**src/rtl/memory_bist_fsm.sv**
```systemverilog
// memory_bist_fsm: built-in self-test engine for the dual-port block RAM.
// A run writes a selectable pattern over [START_ADDR, END_ADDR] through port A, reads
// the window back through port B and compares each returned word with the pattern.
//
// Ports:
//   clk, rst        clock, asynchronous active-high reset
//   start           begin a run (honoured only in IDLE or DONE)
//   pattern_sel     0: k, 1: ~k, 2: checkerboard, 3: walking one (captured on start)
//   dataOutA/B      BRAM read data (only port B is checked)
//   weA/B, addressA/B, dataInA/B   BRAM port controls
//   displaySelect   0 = show port A, 1 = show port B
//   busy, done, pass, errorCount, firstErrorAddr   run status
module memory_bist_fsm #(
  parameter int unsigned DATA_WIDTH   = 16,
  parameter int unsigned ADDR_WIDTH   = 10,
  parameter int unsigned START_ADDR   = 0,
  parameter int unsigned END_ADDR     = 1023,
  parameter int unsigned READ_LATENCY = 1
) (
  input  logic                  clk,
  input  logic                  rst,
  input  logic                  start,
  input  logic [1:0]            pattern_sel,
  input  logic [DATA_WIDTH-1:0] dataOutA,
  input  logic [DATA_WIDTH-1:0] dataOutB,
  output logic                  weA,
  output logic                  weB,
  output logic [ADDR_WIDTH-1:0] addressA,
  output logic [ADDR_WIDTH-1:0] addressB,
  output logic [DATA_WIDTH-1:0] dataInA,
  output logic [DATA_WIDTH-1:0] dataInB,
  output logic                  displaySelect,
  output logic                  busy,
  output logic                  done,
  output logic                  pass,
  output logic [15:0]           errorCount,
  output logic [ADDR_WIDTH-1:0] firstErrorAddr
);

  localparam logic [2:0] ST_IDLE  = 3'd0;
  localparam logic [2:0] ST_WRITE = 3'd1;
  localparam logic [2:0] ST_READ  = 3'd2;
  localparam logic [2:0] ST_DRAIN = 3'd3;
  localparam logic [2:0] ST_DONE  = 3'd4;

  localparam logic [ADDR_WIDTH-1:0] START_A = ADDR_WIDTH'(START_ADDR);
  localparam logic [ADDR_WIDTH-1:0] END_A   = ADDR_WIDTH'(END_ADDR);

  localparam int unsigned DCW = (READ_LATENCY > 1) ? $clog2(READ_LATENCY) : 1;
  localparam logic [DCW-1:0] DRAIN_LAST = DCW'(READ_LATENCY - 1);

  logic [2:0]            state_q, state_d;
  logic [ADDR_WIDTH-1:0] cnt_q, cnt_d;
  logic [DCW-1:0]        drain_q, drain_d;
  logic [1:0]            pat_q;
  logic                  accept;

  // Issued read addresses travel alongside the BRAM latency; the last stage
  // identifies which address the word currently on dataOutB belongs to.
  logic [READ_LATENCY-1:0] pipe_vld_q;
  logic [ADDR_WIDTH-1:0]   pipe_addr_q [READ_LATENCY];

  logic                  cmp_en;
  logic [ADDR_WIDTH-1:0] cmp_addr;
  logic                  mismatch;

  logic unused_dataouta;
  assign unused_dataouta = ^dataOutA;

  function automatic logic [DATA_WIDTH-1:0] pattern(input logic [1:0]            sel,
                                                    input logic [ADDR_WIDTH-1:0] k);
    logic [DATA_WIDTH+ADDR_WIDTH-1:0] kx;
    logic [DATA_WIDTH-1:0]            kd;
    logic [DATA_WIDTH-1:0]            cb;
    kx = {{DATA_WIDTH{1'b0}}, k};
    kd = kx[DATA_WIDTH-1:0];
    // Even k -> odd bits set (0xAA..), odd k -> even bits set (0x55..).
    for (int i = 0; i < int'(DATA_WIDTH); i++) begin
      cb[i] = ((i % 2) == 1) ^ k[0];
    end
    unique case (sel)
      2'd0:    pattern = kd;
      2'd1:    pattern = ~kd;
      2'd2:    pattern = cb;
      default: pattern = DATA_WIDTH'(1) << (32'(k) % DATA_WIDTH);
    endcase
  endfunction

  // Next-state and address counter; the counter is reloaded rather than
  // incremented at END_A so it can never wrap mid-phase.
  always_comb begin
    state_d = state_q;
    cnt_d   = cnt_q;
    drain_d = drain_q;
    accept  = 1'b0;
    case (state_q)
      ST_IDLE, ST_DONE: begin
        if (start) begin
          accept  = 1'b1;
          state_d = ST_WRITE;
          cnt_d   = START_A;
        end
      end
      ST_WRITE: begin
        if (cnt_q == END_A) begin
          state_d = ST_READ;
          cnt_d   = START_A;
        end else begin
          cnt_d = cnt_q + ADDR_WIDTH'(1);
        end
      end
      ST_READ: begin
        if (cnt_q == END_A) begin
          state_d = ST_DRAIN;
          cnt_d   = START_A;
          drain_d = '0;
        end else begin
          cnt_d = cnt_q + ADDR_WIDTH'(1);
        end
      end
      ST_DRAIN: begin
        if (drain_q == DRAIN_LAST) begin
          state_d = ST_DONE;
        end else begin
          drain_d = drain_q + DCW'(1);
        end
      end
      default: state_d = ST_IDLE;
    endcase
  end

  always_ff @(posedge clk or posedge rst) begin
    if (rst) begin
      state_q <= ST_IDLE;
      cnt_q   <= '0;
      drain_q <= '0;
      pat_q   <= '0;
    end else begin
      state_q <= state_d;
      cnt_q   <= cnt_d;
      drain_q <= drain_d;
      if (accept) pat_q <= pattern_sel;
    end
  end

  always_ff @(posedge clk or posedge rst) begin
    if (rst) begin
      pipe_vld_q <= '0;
      for (int i = 0; i < int'(READ_LATENCY); i++) pipe_addr_q[i] <= '0;
    end else begin
      pipe_vld_q[0]  <= (state_q == ST_READ);
      pipe_addr_q[0] <= cnt_q;
      for (int i = 1; i < int'(READ_LATENCY); i++) begin
        pipe_vld_q[i]  <= pipe_vld_q[i-1];
        pipe_addr_q[i] <= pipe_addr_q[i-1];
      end
    end
  end

  assign cmp_en   = pipe_vld_q[READ_LATENCY-1];
  assign cmp_addr = pipe_addr_q[READ_LATENCY-1];
  assign mismatch = cmp_en && (dataOutB != pattern(pat_q, cmp_addr));

  always_ff @(posedge clk or posedge rst) begin
    if (rst) begin
      errorCount     <= '0;
      firstErrorAddr <= '0;
    end else if (accept) begin
      errorCount     <= '0;
      firstErrorAddr <= '0;
    end else if (mismatch) begin
      if (errorCount == '0) firstErrorAddr <= cmp_addr;
      if (errorCount != 16'hFFFF) errorCount <= errorCount + 16'd1;
    end
  end

  always_comb begin
    weA           = 1'b0;
    weB           = 1'b0;
    addressA      = '0;
    addressB      = '0;
    dataInA       = '0;
    dataInB       = '0;
    displaySelect = 1'b0;
    case (state_q)
      ST_WRITE: begin
        weA      = 1'b1;
        addressA = cnt_q;
        dataInA  = pattern(pat_q, cnt_q);
      end
      ST_READ: begin
        addressB      = cnt_q;
        displaySelect = 1'b1;
      end
      default: ;
    endcase
  end

  assign busy = (state_q == ST_WRITE) || (state_q == ST_READ) || (state_q == ST_DRAIN);
  assign done = (state_q == ST_DONE);
  assign pass = (state_q == ST_DONE) && (errorCount == '0);

endmodule

```
**config.mk**
```make
export PLATFORM = sky130hd
export DESIGN_NAME = memory_bist_fsm
export DESIGN_NICKNAME = d
export VERILOG_FILES = /design/src/rtl/memory_bist_fsm.sv
export SDC_FILE = /design/constraint.sdc
export NUM_CORES = 1
export LEC_CHECK = 0
export BUFFER_PORTS_ARGS = -buffer_cell sky130_fd_sc_hd__buf_2
export CAP_MARGIN = 20
export CELL_PAD_IN_SITES_DETAIL_PLACEMENT = 1
export CELL_PAD_IN_SITES_GLOBAL_PLACEMENT = 1
export CORE_ASPECT_RATIO = 0.75
export CORE_UTILIZATION = 37
export CTS_CLUSTER_DIAMETER = 120
export DETAILED_ROUTE_END_ITERATION = 8
export PLACE_DENSITY = 0.89
export SKIP_CTS_REPAIR_TIMING = 1
export SLEW_MARGIN = 20
export SYNTH_ARGS = -nofsm -noshare
export SYNTH_HDL_FRONTEND = slang
export SYNTH_SLANG_ARGS = --single-unit
export TNS_END_PERCENT = 50
```
**constraint.sdc**
```tcl
create_clock -name clk -period 3.5 [get_ports clk]
set_clock_uncertainty 0.2 [all_clocks]
set_input_delay 0.175 -clock clk [delete_from_list [all_inputs] [get_ports clk]]
set_output_delay 0.175 -clock clk [all_outputs]
set_load 0.01 [all_outputs]
```
==> flow_metrics.py, run 1 <==
metrics = {
    "setup_path": {
        "start_kind": "flop",
        "worstPathArrival_ns": 3.20,
        "critPathMaxStageDelay_ns": 0.83,
        "crit_path_top_delay_cell": "nor3b_2",
        "worstPathRequired_ns": 3.51,
        "end_kind": "flop",
        "crit_chain": "inv_1 > a211o_1 > o21ai_1 > a221oi_1 > nand4_1 > nor4_4 > nor3b_2 > mux2i_1",
        "crit_fanout": 11,
        "crit_type": "reg2reg",
    },
    "synthesis": {
        "synthAdderAreaFrac_pct": 2.536,
        "synthesis.area_sq_mm": 0.003946,
        "yosys-top-cells-area": "dfrtp_1 (33%), o21ai_0 (5.7%), nor2_1 (5.6%)",
        "ys_types": 65,
        "synthMuxAreaShare_pct": 3.583,
        "synth_common_cells": "nor2_1 (59), dfrtp_1 (52), nand2_1 (49)",
        "ys.flop_type": "dfrtp_1",
        "syn_inst": 504,
        "yosysMostFrequentCell": "nor2_1",
        "synth_simple_gate_area_share_pct": 26.13,
        "synth_seq_cells": 52,
        "synth_top_cell_by_area": "dfrtp_1",
        "synth_edf_count": 0,
        "synth-async-reset-ratio_pct": 100.0,
        "ys_warn_count": 0,
        "synth_top_area_share_pct": 32.97,
        "synthXorXnorAreaFrac_pct": 3.551,
        "synth.avg_cell_area_sq_um": 7.830,
        "synth_seq_area_share_pct": 32.97,
        "synth_compound_area_share_pct": 21.08,
        "synth_top_family_by_area": "simple AND/OR/NAND/NOR gates",
    },
    "global_route": {
        "use_met3_pct": 3.141,
        "globalRouteMet1Util_pct": 31.35,
        "grt_pass1_wl_um": 19820,
        "grt-busiest-layer": "met2",
        "overflow": 0,
        "antenna_found_initial": 0,
        "grt_use_total_pct": 22.31,
        "grt_pass1_vias": 3934,
        "use_met2_pct": 36.00,
        "grt_max_degree": 53,
    },
    "routing": {
        "drc": 0,
        "wl_per_cell_um": 17.06,
        "num_vias": 4064,
        "drt-initial-drc-count": 239,
        "drt-vias-per-instance": 5.676,
        "drtPass1Iterations": 5,
        "drt-total-wl_um": 12220,
        "antenna_left": 0,
    },
    "timing": {
        "tightest_slew_ns": 1.004,
        "rsz0062_at_grt": "false",
        "relSlewSlack_pct": 32.78,
        "max_freq_mhz": 313.3,
        "hold_viol": 0,
        "min_period_ns": 3.192,
        "setup_ws_ns": 0.3078,
        "period_share_pct": 91.20,
        "slew_viol_final": 0,
        "tns_ns": 0,
        "setup_viol": 0,
    },
    "cts": {
        "cts_tree": "done",
        "cts_buffers": 5,
        "insertion_delay_ns": 0.29,
        "cts-root-buf": "clkbuf_16",
        "clk_pin_slew_worst_paths_ns": 0.07,
        "h-tree-depth": 2,
        "cts_sinks": 52,
        "clockBufferDepth": 2,
    },
    "die": {
        "core_sq_mm": 0.01033,
        "rows": 32,
        "start_util_pct": 38.20,
        "fp.dieW_um": 121.3,
        "dieArea_sq_mm": 0.01109,
        "die_h_um": 91.44,
        "num_io_pins": 121,
    },
    "placed_design": {
        "io_buffers": 87,
        "post-place-ws_ns": 0.2044,
        "gp_congestion": 0.9112,
        "hpwlAfterDp_um": 9027,
    },
    "cells_and_area": {
        "fin_util_pct": 44.43,
        "drive_gt1_share_pct": 20.17,
        "diodes": 0,
        "fin_nets": 624,
        "syn2layout_area_growth_pct": 16.30,
    },
    "power": {
        "p_comb_share_pct": 40.9,
        "power.switching_mw": 1.100,
        "power_density_mw_per_mm2": 543.2,
        "p_clk_share_pct": 20.0,
        "p_leak_nw": 2.095,
        "irDropWorstVdd_uv": 253.2,
        "switching_share_pct": 44.12,
        "intPower_mw": 1.393,
        "pwr-share-seq_pct": 39.1,
        "power_mw": 2.493,
    },
    "worst_hold_path": {
        "hold_path_class": "reg2reg",
    },
    "status": {
        "outcome": "completed",
    },
    "run": {
        "drv_cap": 0,
    },
}
## cell families after synthesis
family                     after synthesis
muxes                                   14
adders and majority gates                8
DFF                                     52
xor gates and xnor gates                16
buffers and inverters                   75
and+or+nand+nor                        204
AOI/OAI and AO/OA                      134
other                                    1
## metrics by stage
stage          hold WS [ns]  cell area (sq um)  cells
3_5_place_dp         0.2344               4400    704
2_1_floorplan       0.08451               4006    520
4_1_cts            -0.07472               4547    712
3_3_place_gp         0.2063               4400    704
6_report             0.2814               4589    716
5_1_grt              0.3061               4589    716
## power by group through the flow
stage          clock (mW)  combinational [mW]  sequential, mW
2_1_floorplan           0               0.800           0.829
3_3_place_gp            0               0.968           0.968
3_5_place_dp            0                1.01           0.979
4_1_cts             0.512                1.02           0.965
5_1_grt             0.538                1.13           0.998
6_report            0.498                1.02           0.975
## path summary, 6_finish.rpt
| path | startpoint | to | slack, ns | depth (start not counted) |
|---|---|---|---|---|
| worst max-delay path | pat_q[1] | firstErrorAddr[2] | 0.31 | 8 |
| worst min-delay path | cnt_q[7] | cmp_addr[7] | 0.28 | 0 |
| worst max register to register | pat_q[1] | firstErrorAddr[2] | 0.31 | 8 |
| worst min register to register | cnt_q[7] | cmp_addr[7] | 0.28 | 0 |
| max in group asynchronous | rst | cmp_addr[0] | 2.13 | 3 |
| min in group asynchronous | rst | state_q[2] | 0.39 | 3 |
## critical path: cells and delay by family, from the launching register on
| family | cells | cell delay, ns |
|---|---|---|
| flip-flops | 1 | 0.58 |
| buffers and inverters | 1 | 0.30 |
| AO/OA/AOI/OAI | 3 | 0.60 |
| AND/OR/NAND/NOR | 3 | 1.12 |
| multiplexers | 1 | 0.30 |
## metal layers
metal  vias up  routed length, um
li1       1917                  -
met1      2002               5834
met2       130               5647
met3        15                589
met4         0                144
met5         -                  0
## state kept, by name, summed over array words and instances (netlist names)
name,flops
errorCount,16
cmp_addr,10
cnt_q,10
firstErrorAddr,10
state_q,3
pat_q,2
cmp_en,1
## final cells by class
type / count / area (sq um)
Sequential cell: 52 / 1303
Clock buffer: 5 / 125.1
Clock inverter: 3 / 21.27
Timing Repair Buffer: 103 / 565.5
Fill cell: 1334 / 5741
Multi-Input combinational cell: 393 / 2313
Tap cell: 136 / 170.2
Inverter: 24 / 91.34
## cells in the final DEF, fill, tap and decap left out, drive strengths merged, types with 2 or more instances in the layout
| cell type | netlist | routed |
|---|---|---|
| buf | 35 | 99 |
| nor2 | 59 | 59 |
| dfrtp | 52 | 52 |
| nand2 | 50 | 50 |
| o21ai | 47 | 47 |
| a21oi | 38 | 38 |
| inv | 23 | 23 |
| nand3 | 19 | 19 |
| conb | 1 | 17 |
| mux2i | 13 | 13 |
| nor3 | 12 | 12 |
| nand4 | 11 | 11 |
| xnor2 | 10 | 10 |
| or3 | 9 | 9 |
| ha | 8 | 8 |
| o31ai | 7 | 7 |
| and3 | 7 | 7 |
| xor2 | 6 | 6 |
| nor2b | 6 | 6 |
| o221ai | 6 | 6 |
| a31oi | 6 | 6 |
| and2 | 5 | 5 |
| a211oi | 5 | 5 |
| or4 | 5 | 5 |
| clkbuf | 16 | 5 |
| o22ai | 4 | 4 |
| dlygate4sd3 | 0 | 4 |
| nor4 | 4 | 4 |
| a32oi | 3 | 3 |
| and4 | 3 | 3 |
| or3b | 3 | 3 |
| clkinv | 1 | 3 |
| nand2b | 2 | 2 |
| nand3b | 2 | 2 |
| a41oi | 2 | 2 |
| a211o | 2 | 2 |
| o41ai | 2 | 2 |
| nor3b | 2 | 2 |
Note: power is estimated with default switching activity, not from simulation.
==> run 2, diff against run 1 <==
--- a/config.mk
+++ b/config.mk
@@ -14,6 +14,7 @@
 export CTS_CLUSTER_DIAMETER = 120
 export DETAILED_ROUTE_END_ITERATION = 8
 export PLACE_DENSITY = 0.89
+export REMOVE_ABC_BUFFERS = 1
 export SKIP_CTS_REPAIR_TIMING = 1
 export SLEW_MARGIN = 20
 export SYNTH_ARGS = -nofsm -noshare
==> run 2 against run 1 <==
Compared with the run above: count of clock-buffer cells in the layout unchanged; non-clock buffer count increased by 2; fmax decreased by 1.5%; first-iteration DRC count increased by 39%; die area unchanged; critical path depth increased by 1; sequential cell count unchanged; cell area increased by 0.98%; core utilization increased by 0.44 points; worst setup slack got worse by 0.048 ns; clock power increased by 18%; largest power group unchanged.
==> flow_metrics.py, run 2 (same netlist as run 1, synthesis figures left out) <==
metrics = {
    "status": {
        "outcome": "completed",
    },
    "routing": {
        "drc": 0,
        "wl_per_cell_um": 18.63,
        "num_vias": 4159,
        "drt-initial-drc-count": 333,
        "drt-total-wl_um": 13380,
        "drt-vias-per-instance": 5.792,
        "drtPass1Iterations": 4,
        "antenna_left": 0,
    },
    "cts": {
        "cts_tree": "done",
        "clockBufferDepth": 2,
        "clk_pin_slew_worst_paths_ns": 0.08,
        "cts_sinks": 52,
        "insertion_delay_ns": 0.30,
        "h-tree-depth": 2,
        "cts-root-buf": "clkbuf_16",
        "cts_buffers": 5,
    },
    "cells_and_area": {
        "largest_reg_flops": 16,
        "drive_gt1_share_pct": 20.27,
        "fin_nets": 626,
        "ff_latch_area_sq_mm": 0.001301,
        "top_register": "errorCount",
        "nFillCells": 1332,
        "multi_input_area_sq_mm": 0.002320,
        "syn2layout_area_growth_pct": 17.44,
        "diodes": 0,
        "layout_common_cells": "buf_2 (87), nor2_1 (59), dfrtp_1 (52)",
        "layout_commonest_cell": "buf_2",
    },
    "timing": {
        "slew_viol_final": 0,
        "rsz0062_at_grt": "false",
        "tightest_slew_ns": 0.9217,
        "hold_viol": 0,
        "min_period_ns": 3.240,
        "period_share_pct": 92.58,
        "timing.hold.ws_ns": 0.2560,
        "relSlewSlack_pct": 38.48,
        "max_freq_mhz": 308.6,
        "setup_viol": 0,
    },
    "worst_hold_path": {
        "hold_path_class": "reg2reg",
    },
    "global_route": {
        "grt_use_total_pct": 24.84,
        "overflow": 0,
        "grt_max_degree": 53,
        "grt_pass1_wl_um": 21850,
        "antenna_found_initial": 0,
        "grt_pass1_vias": 4297,
    },
    "power": {
        "intPower_mw": 1.486,
        "pwr-share-seq_pct": 35.7,
        "irDropWorstVdd_uv": 223.6,
        "p_comb_share_pct": 41.9,
        "p_leak_nw": 2.117,
        "power.switching_mw": 1.135,
        "power_density_mw_per_mm2": 565.4,
        "power_mw": 2.620,
        "switching_share_pct": 43.30,
        "p_clk_share_pct": 22.4,
    },
    "setup_path": {
        "start_kind": "flop",
        "worstPathArrival_ns": 3.26,
        "rrSetupSlack_ns": 0.26,
        "worstPathRequired_ns": 3.52,
        "crit_fanout": 14,
        "crit_type": "reg2reg",
        "end_kind": "flop",
    },
    "placed_design": {
        "io_buffers": 87,
        "gp_congestion": 0.8831,
        "hpwlAfterDp_um": 9370,
    },
    "die": {
        "fp.dieW_um": 121.3,
        "dieArea_sq_mm": 0.01109,
        "start_util_pct": 38.20,
        "die_h_um": 91.44,
        "num_io_pins": 121,
        "rows": 32,
        "core_sq_mm": 0.01033,
    },
    "run": {
        "drv_cap": 0,
    },
}
run 2: critical path, stage by stage, from the launching register on:
cell and delay [ns]:
dfrtp_1 0.45, ha_1 0.23, and3_1 0.19, and3_1 0.21
and4_1 0.25, and3_1 0.21, nand3_1 0.31, nand2_1 0.37
or4_1 0.59, a21oi_1 0.15
run 2: worst paths after layout:
path                                      to  depth (start not counted)           from
max in group asynchronous  firstErrorAddr[9]                          3            rst
max                           errorCount[13]                          9  errorCount[0]
min in group asynchronous      errorCount[0]                          3            rst
min                              cmp_addr[7]                          0       cnt_q[7]
min reg2reg                      cmp_addr[7]                          0       cnt_q[7]
max reg2reg                   errorCount[13]                          9  errorCount[0]
run 2: cell type report:
cell class                 instances  share of cell area, %
tap                              136                  3.672
multi-input combinational        393                  50.05
timing repair buffer             105                  12.53
sequential                        52                  28.08
clock inverter                     3                 0.9989
inverter                          24                  1.971
clock buffer                       5                  2.700
run 2: power by group through the flow:
stage | logic (mW) | registers (mW) | clock network, mW
after floorplan | 0.639 | 0.925 | 0
after global placement | 1.03 | 0.918 | 0
after detailed placement | 1.08 | 0.935 | 0
after CTS | 1.09 | 0.926 | 0.587
after global routing | 1.22 | 0.953 | 0.612
final | 1.10 | 0.935 | 0.588
run 2: stage by stage:
step	instance area, sq um	worst slack, ns	setup TNS [ns]	util (%)	std cells
final	4634	0.2598	0	44.86	718
after global routing	4634	0.07868	0	44.86	718
after CTS	4587	0.2055	0	44.40	714
after detailed placement	4415	0.2743	0	42.74	706
after global placement	4415	0.4003	0	42.74	706
after floorplan	3700	-0.4606	-5.827	-	469
run 2: layer usage:
metal | track usage, % | part of all wire, % | up-vias
met5 | 0 | 0 | -
met4 | 8.539 | 2.6 | 0
met3 | 4.020 | 4.5 | 30
met2 | 41.29 | 48 | 137
met1 | 32.51 | 45 | 2069
li1 | - | - | 1923
==> run 3, diff against run 2 <==
--- a/config.mk
+++ b/config.mk
@@ -5,12 +5,13 @@
 export SDC_FILE = /design/constraint.sdc
 export NUM_CORES = 1
 export LEC_CHECK = 0
+export ABC_AREA = 1
 export BUFFER_PORTS_ARGS = -buffer_cell sky130_fd_sc_hd__buf_2
 export CAP_MARGIN = 20
 export CELL_PAD_IN_SITES_DETAIL_PLACEMENT = 1
 export CELL_PAD_IN_SITES_GLOBAL_PLACEMENT = 1
 export CORE_ASPECT_RATIO = 0.75
-export CORE_UTILIZATION = 37
+export CORE_UTILIZATION = 36
 export CTS_CLUSTER_DIAMETER = 120
 export DETAILED_ROUTE_END_ITERATION = 8
 export PLACE_DENSITY = 0.89
==> run 3 against run 2 <==
Compared with the run above: the flow now finishes with violations (DRC); clock power is essentially flat; critical path depth grew 6; cell count grew 16%; critical path type unchanged; highest routed layer unchanged; sequential cell count is the same; sequential share of layout area shrank 0.71 points; fmax grew 11%; sequential power shrank 6.1%; die area grew 6.8%; area after synthesis grew 4.1%; non-clock buffer count shrank 8.
==> flow_metrics.py, run 3 <==
metrics = {
    "worst_hold_path": {
        "hold_path_class": "in2reg",
    },
    "synthesis": {
        "synth_common_cells": "nand2_1 (145), nor2_1 (86), nand3_1 (77)",
        "synthesis.area_sq_mm": 0.004108,
        "synth-async-reset-ratio_pct": 100.0,
        "synth.avg_cell_area_sq_um": 6.701,
        "synth_edf_count": 0,
        "synth_simple_gate_area_share_pct": 41.58,
        "synth_top_area_share_pct": 31.68,
        "syn_inst": 613,
        "ys_warn_count": 0,
        "synth_seq_area_share_pct": 31.68,
        "synthXorXnorAreaFrac_pct": 1.066,
        "yosys-top-cells-area": "dfrtp_1 (32%), nand2_1 (13%), nand3_1 (9.4%)",
        "synthAdderAreaFrac_pct": 2.437,
        "ys_types": 44,
        "synth_top_cell_by_area": "dfrtp_1",
        "synth_compound_area_share_pct": 9.595,
        "synth_top_family_by_area": "simple AND/OR/NAND/NOR gates",
        "yosysMostFrequentCell": "nand2_1",
        "synth_seq_cells": 52,
        "ys.flop_type": "dfrtp_1",
        "synthMuxAreaShare_pct": 0,
    },
    "cells_and_area": {
        "layout_commonest_cell": "nand2_1",
        "layout_common_cells": "nand2_1 (145), buf_2 (87), nor2_1 (86)",
        "fin_util_pct": 43.13,
        "drive_gt1_share_pct": 18.93,
        "fin_nets": 736,
        "top_register": "errorCount",
        "nFillCells": 1459,
        "largest_reg_flops": 16,
        "syn2layout_area_growth_pct": 15.75,
        "diodes": 0,
    },
    "placed_design": {
        "io_buffers": 87,
        "post-place-ws_ns": 0.6030,
        "gp_congestion": 0.8960,
        "hpwlAfterDp_um": 10160,
    },
    "cts": {
        "h-tree-depth": 2,
        "cts_buffers": 5,
        "clockBufferDepth": 2,
        "cts_sinks": 52,
        "clk_pin_slew_worst_paths_ns": 0.07,
        "insertion_delay_ns": 0.31,
        "cts_tree": "done",
        "cts-root-buf": "clkbuf_16",
    },
    "die": {
        "dieArea_sq_mm": 0.01185,
        "rows": 33,
        "fp.dieW_um": 125.3,
        "start_util_pct": 37.26,
        "die_h_um": 94.51,
        "num_io_pins": 121,
        "core_sq_mm": 0.01102,
    },
    "power": {
        "power_density_mw_per_mm2": 709.7,
        "p_leak_nw": 2.588,
        "power_mw": 3.374,
        "irDropWorstVdd_uv": 315.2,
    },
    "timing": {
        "min_period_ns": 2.931,
        "tns_ns": 0,
        "tightest_slew_ns": 0.8140,
        "hold_viol": 0,
        "period_share_pct": 83.73,
        "setup_viol": 0,
        "setup_ws_ns": 0.5693,
        "max_freq_mhz": 341.2,
        "relSlewSlack_pct": 45.39,
        "rsz0062_at_grt": "false",
        "timing.hold.ws_ns": 0.04041,
        "slew_viol_final": 0,
    },
    "setup_path": {
        "rrSetupSlack_ns": 0.57,
        "crit_type": "reg2reg",
        "end_kind": "flop",
        "worstPathArrival_ns": 2.92,
        "worstPathRequired_ns": 3.49,
        "crit_fanout": 17,
        "start_kind": "flop",
    },
    "global_route": {
        "grt_max_degree": 35,
        "grt_pass1_vias": 4683,
        "grt_pass1_wl_um": 22980,
        "grt_use_total_pct": 24.20,
        "antenna_found_initial": 0,
        "overflow": 0,
    },
    "status": {
        "violations": "DRC",
        "outcome": "finished, violations left",
    },
    "routing": {
        "drt-total-wl_um": 13820,
        "drc": 1,
        "drt-initial-drc-count": 181,
        "wl_per_cell_um": 16.61,
        "drtPass1Iterations": 7,
        "num_vias": 4470,
        "antenna_left": 0,
        "drt-vias-per-instance": 5.373,
    },
    "run": {
        "drv_cap": 0,
    },
}
-- run 3: cell types whose count changed in the layout (fill, tap and decap cells not counted), sizes merged, moves of 9 or more --
cell / previous run / this run
a21oi: 38 / 23
nand2: 50 / 153
mux2i: 13 / 0
or3: 9 / 0
nor2: 59 / 91
o21ai: 47 / 21
nand3: 19 / 82
inv: 23 / 66
-- run 3: worst paths after layout --
| kind | depth (start not counted) | to | start |
|---|---|---|---|
| min reg2reg | 0 | cmp_addr[9] | cnt_q[9] |
| max | 15 | errorCount[10] | pat_q[1] |
| max reg2reg | 15 | errorCount[10] | pat_q[1] |
| max in group asynchronous | 4 | errorCount[11] | rst |
| min | 3 | state_q[1] | start |
| min in group asynchronous | 3 | cnt_q[6] | rst |
-- run 3: layout make-up --
type	instances	area, sq um	share of cell area, %
Clock buffer	5	125.1	2.632
Inverter	69	266.5	5.605
Clock inverter	3	46.29	0.9737
Tap cell	140	175.2	3.684
Multi-Input combinational cell	466	2310	48.58
Timing Repair Buffer	97	530.5	11.16
Sequential cell	52	1301	27.37
-- run 3: metrics by stage --
| step | cells | cell area [sq um] |
|---|---|---|
| finish | 832 | 4755 |
| CTS | 829 | 4725 |
| global placement | 820 | 4533 |
| detailed placement | 821 | 4553 |
| global route | 832 | 4755 |
| floorplan | 587 | 3877 |
-- run 3: where the power goes --
part           switching (mW)  internal, mW  total (mW)
clock                   0.250         0.341       0.591
sequential              0.181         0.697       0.878
combinational            1.32         0.589        1.91
total                    1.75          1.63        3.37
-- run 3: metal layers --
metal	share of wire, %	vias up	GRT usage, %
met5	0	-	0
met2	48	152	42.74
met4	2.1	0	7.419
met3	5.6	25	4.419
li1	-	2122	-
met1	44	2171	30.30
-- run 3: logic make-up after synthesis --
logic type,Yosys count
AND/OR/NAND/NOR,369
buffers and inverters,111
AO/OA/AOI/OAI,67
flip-flops,52
adder cells (fa/ha/maj),8
XOR/XNOR,5
other,1
-- run 3: critical path: stages (launching register included) --
cell and delay (ns):
dfrtp_1 0.70, inv_4 0.18, nand2_2 0.28, nand2_1 0.09
nand2_1 0.10, nand3_1 0.09, nand2_1 0.07, nand2_1 0.08
nor2_1 0.11, nand2_1 0.06, nor2_1 0.16, nand2_2 0.12
nand3_4 0.21, nand2_4 0.19, nand2_1 0.12, nand2_1 0.06
